File: config.mk
export PLATFORM = sky130hd
export DESIGN_NAME = pc_fetch_stage
export DESIGN_NICKNAME = d
export VERILOG_FILES = /design/src/rtl/fetch_pkg.sv /design/src/rtl/pc_register.sv /design/src/rtl/pc_fetch_stage.sv
export SDC_FILE = /design/constraint.sdc
export NUM_CORES = 1
export LEC_CHECK = 0
export BUFFER_PORTS_ARGS = -buffer_cell sky130_fd_sc_hd__buf_2
export CAP_MARGIN = 0
export CORE_UTILIZATION = 40
export CTS_CLUSTER_DIAMETER = 60
export DETAILED_ROUTE_END_ITERATION = 10
export PLACE_DENSITY = 0.76
export SKIP_CTS_REPAIR_TIMING = 1
export SLEW_MARGIN = 20
export SYNTH_ARGS = -nofsm -noshare
export SYNTH_HDL_FRONTEND = slang
export SYNTH_SLANG_ARGS = --single-unit
File: constraint.sdc
create_clock -name Clk -period 1.45 [get_ports Clk]
set_input_delay 0.0725 -clock Clk [delete_from_list [all_inputs] [get_ports Clk]]
set_output_delay 0.0725 -clock Clk [all_outputs]
set_load 0.05 [all_outputs]
File: src/rtl/fetch_pkg.sv
// rtl/fetch_pkg.sv - shared constants for the instruction-fetch stage
// Contents: FSM state encodings, the NOP instruction word and the PC
// increment that the external PC+4 Adder has tied to its second input.
package fetch_pkg;

  localparam logic [1:0] S_IDLE  = 2'd0;
  localparam logic [1:0] S_FETCH = 2'd1;
  localparam logic [1:0] S_FAULT = 2'd2;

  localparam logic [31:0] NOP    = 32'h0000_0000;
  localparam logic [31:0] PC_INC = 32'd4;

endpackage

File: src/rtl/pc_register.sv
// rtl/pc_register.sv - 32-bit program-counter register with load enable
// Ports:
//   clk   in   1   rising-edge clock
//   rst_n in   1   asynchronous active-low reset, loads RESET_PC
//   load  in   1   capture din on the next rising edge
//   din   in  32   next PC value
//   q     out 32   current PC value
module pc_register #(
  parameter logic [31:0] RESET_PC = 32'h0000_0000
) (
  input  logic        clk,
  input  logic        rst_n,
  input  logic        load,
  input  logic [31:0] din,
  output logic [31:0] q
);

  logic [31:0] pc_q;
  logic [31:0] pc_d;

  always_comb begin
    pc_d = pc_q;
    if (load) begin
      pc_d = din;
    end
  end

  always_ff @(posedge clk or negedge rst_n) begin
    if (!rst_n) begin
      pc_q <= RESET_PC;
    end else begin
      pc_q <= pc_d;
    end
  end

  assign q = pc_q;

endmodule

File: src/rtl/pc_fetch_stage.sv
// rtl/pc_fetch_stage.sv - MIPS instruction-fetch stage: PC, imem handshake, IF/ID register
// Optional feature macro: FETCH_MISALIGN_TRAP_EN (misaligned redirect -> FAULT, adds FetchFault)
// Ports:
//   Clk          in   1   rising-edge clock
//   Rst          in   1   asynchronous active-low reset
//   PCAddResult  in  32   PCOut+4 from the external Adder (sequential next PC)
//   BranchTarget in  32   branch target, taken when PCSrc=1
//   PCSrc        in   1   take branch this cycle
//   JumpTarget   in  32   jump target, taken when Jump=1 (wins over PCSrc)
//   Jump         in   1   take jump this cycle
//   Stall        in   1   hold PC and IF/ID
//   Flush        in   1   squash IF/ID
//   ImemReady    in   1   imem accepts the request and returns data this cycle
//   ImemData     in  32   instruction word, valid when ImemReq && ImemReady
//   PCOut        out 32   current PC (Adder input and imem address)
//   ImemReq      out  1   fetch request
//   IFID_Instr   out 32   registered instruction
//   IFID_PC4     out 32   registered PC+4 of that instruction
//   IFID_Valid   out  1   IF/ID holds a real instruction
//   FetchFault   out  1   (macro only) stage is parked in FAULT
module pc_fetch_stage
  import fetch_pkg::*;
#(
  parameter logic [31:0] RESET_PC  = 32'h0000_0000,
  parameter logic [31:0] NOP_INSTR = NOP
) (
  input  logic        Clk,
  input  logic        Rst,
  input  logic [31:0] PCAddResult,
  input  logic [31:0] BranchTarget,
  input  logic        PCSrc,
  input  logic [31:0] JumpTarget,
  input  logic        Jump,
  input  logic        Stall,
  input  logic        Flush,
  input  logic        ImemReady,
  input  logic [31:0] ImemData,
  output logic [31:0] PCOut,
  output logic        ImemReq,
  output logic [31:0] IFID_Instr,
  output logic [31:0] IFID_PC4,
  output logic        IFID_Valid
`ifdef FETCH_MISALIGN_TRAP_EN
  ,
  output logic        FetchFault
`endif
);

  logic [1:0]  state_q, state_d;
  logic [31:0] ifid_instr_q, ifid_instr_d;
  logic [31:0] ifid_pc4_q, ifid_pc4_d;
  logic        ifid_valid_q, ifid_valid_d;

  logic        pc_load;
  logic [31:0] pc_next;
  logic        redirect;
  logic [31:0] redirect_target;
  logic        fetch_done;

  // Request is withheld while stalled, so a response can never arrive
  // that the stage is unable to accept; no response buffer is needed.
  assign ImemReq         = (state_q == S_FETCH) && !Stall;
  assign fetch_done      = ImemReq && ImemReady;
  assign redirect        = Jump || PCSrc;
  assign redirect_target = Jump ? JumpTarget : BranchTarget;

  always_comb begin
    state_d      = state_q;
    ifid_instr_d = ifid_instr_q;
    ifid_pc4_d   = ifid_pc4_q;
    ifid_valid_d = ifid_valid_q;
    pc_load      = 1'b0;
    pc_next      = PCAddResult;

    case (state_q)
      S_IDLE: begin
        state_d      = S_FETCH;
        ifid_valid_d = 1'b0;
        ifid_instr_d = NOP_INSTR;
      end
      S_FETCH: begin
        if (redirect) begin
          // Overrides stall and discards any coincident imem response.
          pc_load      = 1'b1;
          pc_next      = redirect_target;
          ifid_valid_d = 1'b0;
          ifid_instr_d = NOP_INSTR;
`ifdef FETCH_MISALIGN_TRAP_EN
          if (redirect_target[1:0] != 2'b00) begin
            state_d = S_FAULT;
          end
`endif
        end else if (Flush) begin
          // A completing fetch still advances the PC; its word is dropped.
          pc_load      = fetch_done;
          ifid_valid_d = 1'b0;
          ifid_instr_d = NOP_INSTR;
        end else if (Stall) begin
          pc_load = 1'b0;
        end else if (fetch_done) begin
          pc_load      = 1'b1;
          ifid_instr_d = ImemData;
          ifid_pc4_d   = PCAddResult;
          ifid_valid_d = 1'b1;
        end else begin
          ifid_valid_d = 1'b0;
          ifid_instr_d = NOP_INSTR;
        end
      end
      default: begin
        // FAULT: parked until reset.
        ifid_valid_d = 1'b0;
        ifid_instr_d = NOP_INSTR;
      end
    endcase
  end

  always_ff @(posedge Clk or negedge Rst) begin
    if (!Rst) begin
      state_q      <= S_IDLE;
      ifid_instr_q <= NOP_INSTR;
      ifid_pc4_q   <= 32'h0000_0000;
      ifid_valid_q <= 1'b0;
    end else begin
      state_q      <= state_d;
      ifid_instr_q <= ifid_instr_d;
      ifid_pc4_q   <= ifid_pc4_d;
      ifid_valid_q <= ifid_valid_d;
    end
  end

  pc_register #(
    .RESET_PC(RESET_PC)
  ) u_pc_register (
    .clk  (Clk),
    .rst_n(Rst),
    .load (pc_load),
    .din  (pc_next),
    .q    (PCOut)
  );

  assign IFID_Instr = ifid_instr_q;
  assign IFID_PC4   = ifid_pc4_q;
  assign IFID_Valid = ifid_valid_q;

`ifdef FETCH_MISALIGN_TRAP_EN
  assign FetchFault = (state_q == S_FAULT);
`endif

endmodule

After elaboration in Yosys (flattened, before gate mapping)
Index checks and enable logic that the tools add are counted.
Storage, ports and cells
  bits in registers: 98
  output and inout port bits: 98
Operators by class
  equality and inequality tests: 1
  muxes and demuxes: 17
  bitwise logic cells: 3
  reductions and logical operators: 6
Operator list (number)
  32-bit 2-to-1 mux: 8
  1-bit 2-to-1 mux: 9
  5-bit AND reduction: 1
  4-bit inequality test (second input constant): 1
  1-bit NOT: 3
  1-bit logical AND: 2
  2-bit zero test: 1
  1-bit zero test: 1
  1-bit logical OR: 1

Longest topological paths before layout
  depth in word-level cells: 8
  mapped depth: 5

Cells and area by module
From an unflattened synthesis, not the netlist that was laid out.
Unflattened totals
  cells, all modules: 324
  area total of the unflattened synthesis: 4449.3 um^2
Modules (own cells, without submodules)
  pc_fetch_stage: times used 1, cells an instance 256, area each 3104.2 um^2
  pc_register: times used 1, cells an instance 68, area each 1345.0 um^2

Worst setup path after synthesis
No wires, ideal clock.
  kind: flip-flop to flip-flop
  from: reg state_q[0]
  to: reg ifid_pc4_q[14] (netlist: IFID_PC4[14])
  data arrival time: 1339 ps
  data required time: 1323 ps
  setup slack: -16 ps
  stages on the path, launching flop included: 6
  period minus slack after synthesis: 1466 ps
  path through: dfrtp_1 -> nand3b_4 -> nor4_2 -> buf_4 -> buf_6 -> mux2_1
Between the ends
  word-level cells in the longest chain between the ends: 3
Ends and longest elaborated chain
  from (decl): RTL line pc_fetch_stage.sv:49  | logic [1:0] state_q, state_d;
  from (signal assigned): RTL line pc_fetch_stage.sv:125  | state_q <= state_d;
  1-bit logical AND: RTL line pc_fetch_stage.sv:62  | assign ImemReq = (state_q == S_FETCH) && !Stall;
  1-bit logical AND: RTL line pc_fetch_stage.sv:63  | assign fetch_done = ImemReq && ImemReady;
  5-bit AND reduction (no line) (*)
  to (signal assigned): RTL line pc_fetch_stage.sv:127  | ifid_pc4_q <= ifid_pc4_d;
  to (decl): RTL line pc_fetch_stage.sv:51  | logic [31:0] ifid_pc4_q, ifid_pc4_d;
Mark *: on every way between the ends. The rest lies on a longest branch, timed or not.
A chain may end at the register's enable or synchronous reset.

Worst setup path after layout
  from: reg state_q[0]
  to: reg ifid_pc4_q[2] (netlist: IFID_PC4[2])
Same word-level chain as after synthesis.

==> run summary <==
CP Max Fanout - 12
Most frequent cells after synthesis - dfrtp_1 (98), nand2_1 (65), nor2b_1 (33)
Worst-Skew Late Latency - 0.35 ns
Leak - 3.38 nW
Element type at the critical path start - register
DR WL/cell - 16.5 microns
VDD IR-drop max - 0.757 mV
Drc violations - 0
Vias in the first global route - 3768
Die height - 105 microns
Number of synthesized flops with an enable pin - 0
Ys async rst share - 100%
TritonCTS clock tree - built
Gpl congestion - 0.774
Fin nets - 793
CP max-delay cell - dfrtp_1
Crit path from - state_q[0]
Cell internal pwr - 4.81 mW
Fmax - 694 MHz
Top cell type's share of synthesized area - 58.2%
Hold Violations, Final - 0
Final antenna-violating net count - 0
RSZ-0062 raised after global routing - true
Flops & latches, synth - 98
Critical Setup Path Class - register to register
Cell area after layout - 6660 sq um
Drt via density - 5.10
Post-DP HPWL - 8360 microns
Seq/Total Area, Yosys - 58.2%
Root Driver - clkbuf_8
Core area - 10300 sq um
Arrival @ worst endpoint - 1.69 ns
RR Startpoint - state_q[0]
Cells after Synth - 361
Min-delay worst type - primary input to register
Synth Flop Type - dfrtp_1
Max clock buf depth - 2
Initial antenna violation count - 0
Via count - 4071
Sw Pwr - 2.79 mW
Area after DPL - 5630 sq um
IO buf count - 232
Combinational power share - 32.4%
Minimum clock period - 1.44 ns
Max Slew Vio Count - 0
Reg clk slew, reported paths - 0.09 ns
IO Pins - 233
Final period util - 99.3%
Max incr delay on CP - 0.40 ns
Min Hold Slack - 0.0169 ns
Worst Hold Path Cells - 3
Final setup fails - 0
Sequential fraction of design power - 42.2%
Num CTS Buffers - 9
PD cells - 1140 nW/um^2
Setup crit end kind - register
Critical Path, Cell by Cell - nand3b_4 -> nor4_4 -> buf_6 -> clkbuf_16 -> mux2_2
Power Total - 7.60 mW
GR Overflow Total - 0
Filler Cell Count - 826
Clock sink count - 98
Cell variety after synth - 18
First-pass GRT wire length - 18500 microns
Rel. slew slack - 66.2%
Status - finished, final reports clean
Final WL - 13200 microns
Share of layout cells above drive strength 1 - 44.6%
RR Endpoint - IFID_PC4[2]
Flop2flop setup slack - 0.009 ns
Mapped Nets - 496
Max-cap violations - 0
Initial Util - 41.0%
Worst r2r path cells - 5
Avg Synthesized Cell Area - 11.7 sq um
Router iterations before antenna repair - 4
Clk pwr share - 25.4%
Layout Area Growth over Synthesis - 58.1%
Worst path top cell family by delay - flip-flops
Area leader, netlist - dfrtp_1
Net Sw Frac - 36.7%
Largest cells by area after synthesis - dfrtp_1 (58%), a22o_1 (6.7%), nand2_1 (5.8%)
Post-Syn Area - 4210 sq um
N_diodes - 0
Final Skew - 0.00588 ns
Least-Margin Pin Slew - 0.507 ns
Count leader, synth - dfrtp_1
Hold path start - JumpTarget[11]
Hold Path Sink - u_pc_register.q[11]
GRT Util Overall - 21.3%
Worst Path Required - 1.70 ns
Std cell rows - 37
Initial drt markers - 244
Final setup TNS - 0 ns
WP buf/inv - 2
Synth warn - 0
Die ar. - 10900 sq um
Die X - 105 microns
Largest net degree at the start of global routing - 99
Final core occ - 64.8%
H-tree depth - 3
-- layout by cell type (no fill, tap or decap), drive strengths merged, types with 2 or more instances in the layout --
cell | Yosys | final
buf | 20 | 247
dfrtp | 98 | 98
nand2 | 65 | 65
dlygate4sd3 | 0 | 65
nor2b | 33 | 33
a22o | 32 | 32
a211oi | 32 | 32
a31oi | 32 | 32
mux2 | 32 | 32
clkbuf | 10 | 14
nor4 | 2 | 2
bufinv | 0 | 2
clkinv | 0 | 2
-- cells by family after synthesis --
| logic type | Yosys count | share of synthesized area, % |
|---|---|---|
| mux | 32 | 8.56 |
| simple gates | 102 | 12.0 |
| buf+inv | 30 | 3.63 |
| flops | 98 | 58.2 |
| other cells | 1 | 0.0891 |
| compound gates | 98 | 17.5 |
-- routing by layer --
metal / up-vias / part of all wire (%) / routed length (microns) / GRT usage [%]
li1: 1895 / - / - / -
met2: 178 / 49 / 6460 / 35.9
met3: 31 / 6.4 / 841 / 4.37
met5: - / 0 / 0 / 0
met1: 1967 / 42 / 5500 / 26.7
met4: 0 / 2.9 / 382 / 8.55
-- final cells by class --
cell class | count | area (sq um) | area share (%)
Timing Repair Buffer | 316 | 2120 | 31.8
Sequential cell | 98 | 2450 | 36.8
Tap cell | 136 | 170 | 2.56
Multi-Input combinational cell | 233 | 1700 | 25.5
Clock buffer | 10 | 128 | 1.92
Clock inverter | 6 | 90.1 | 1.35
-- worst max path at each step --
stage | to | slack [ns] | cells past startpoint
after floorplan | IFID_PC4[14] | -0.02 | 5
after global placement | IFID_PC4[31] | 0.009 | 4
final | IFID_PC4[2] | 0.009 | 5
after detailed placement | IFID_PC4[12] | -0.04 | 4
after CTS | IFID_PC4[12] | -0.06 | 4
after global routing | IFID_PC4[4] | -0.04 | 5
-- per-stage QoR --
step | setup WS (ns) | instances
after floorplan | -0.0163 | 361
after global placement | 0.00919 | 713
after detailed placement | -0.0391 | 713
after CTS | -0.0595 | 729
after global routing | -0.0437 | 799
final | 0.00944 | 799
-- worst reg2reg max path, stage by stage, from the launching register on --
cell       delay [ns]
dfrtp_1          0.40
nand3b_4         0.10
nor4_4           0.15
buf_6            0.17
clkbuf_16        0.18
mux2_2           0.34
-- state kept, by name, indices dropped and copies added (netlist names) --
| signal | cells |
|---|---|
| IFID_Valid | 1 |
| IFID_PC4 | 32 |
| IFID_Instr | 32 |
| u_pc_register.q | 32 |
| state_q | 1 |
-- power groups by stage --
stage | Sequential (mW) | Clock (mW) | Combinational [mW]
6_report | 3.21 | 1.93 | 2.46
4_1_cts | 3.20 | 1.98 | 2.25
5_1_grt | 3.24 | 2.07 | 2.58
3_5_place_dp | 3.25 | 0 | 2.25
2_1_floorplan | 4.32 | 0 | 0.423
3_3_place_gp | 3.23 | 0 | 2.21
(Power assumes the default switching activity.)
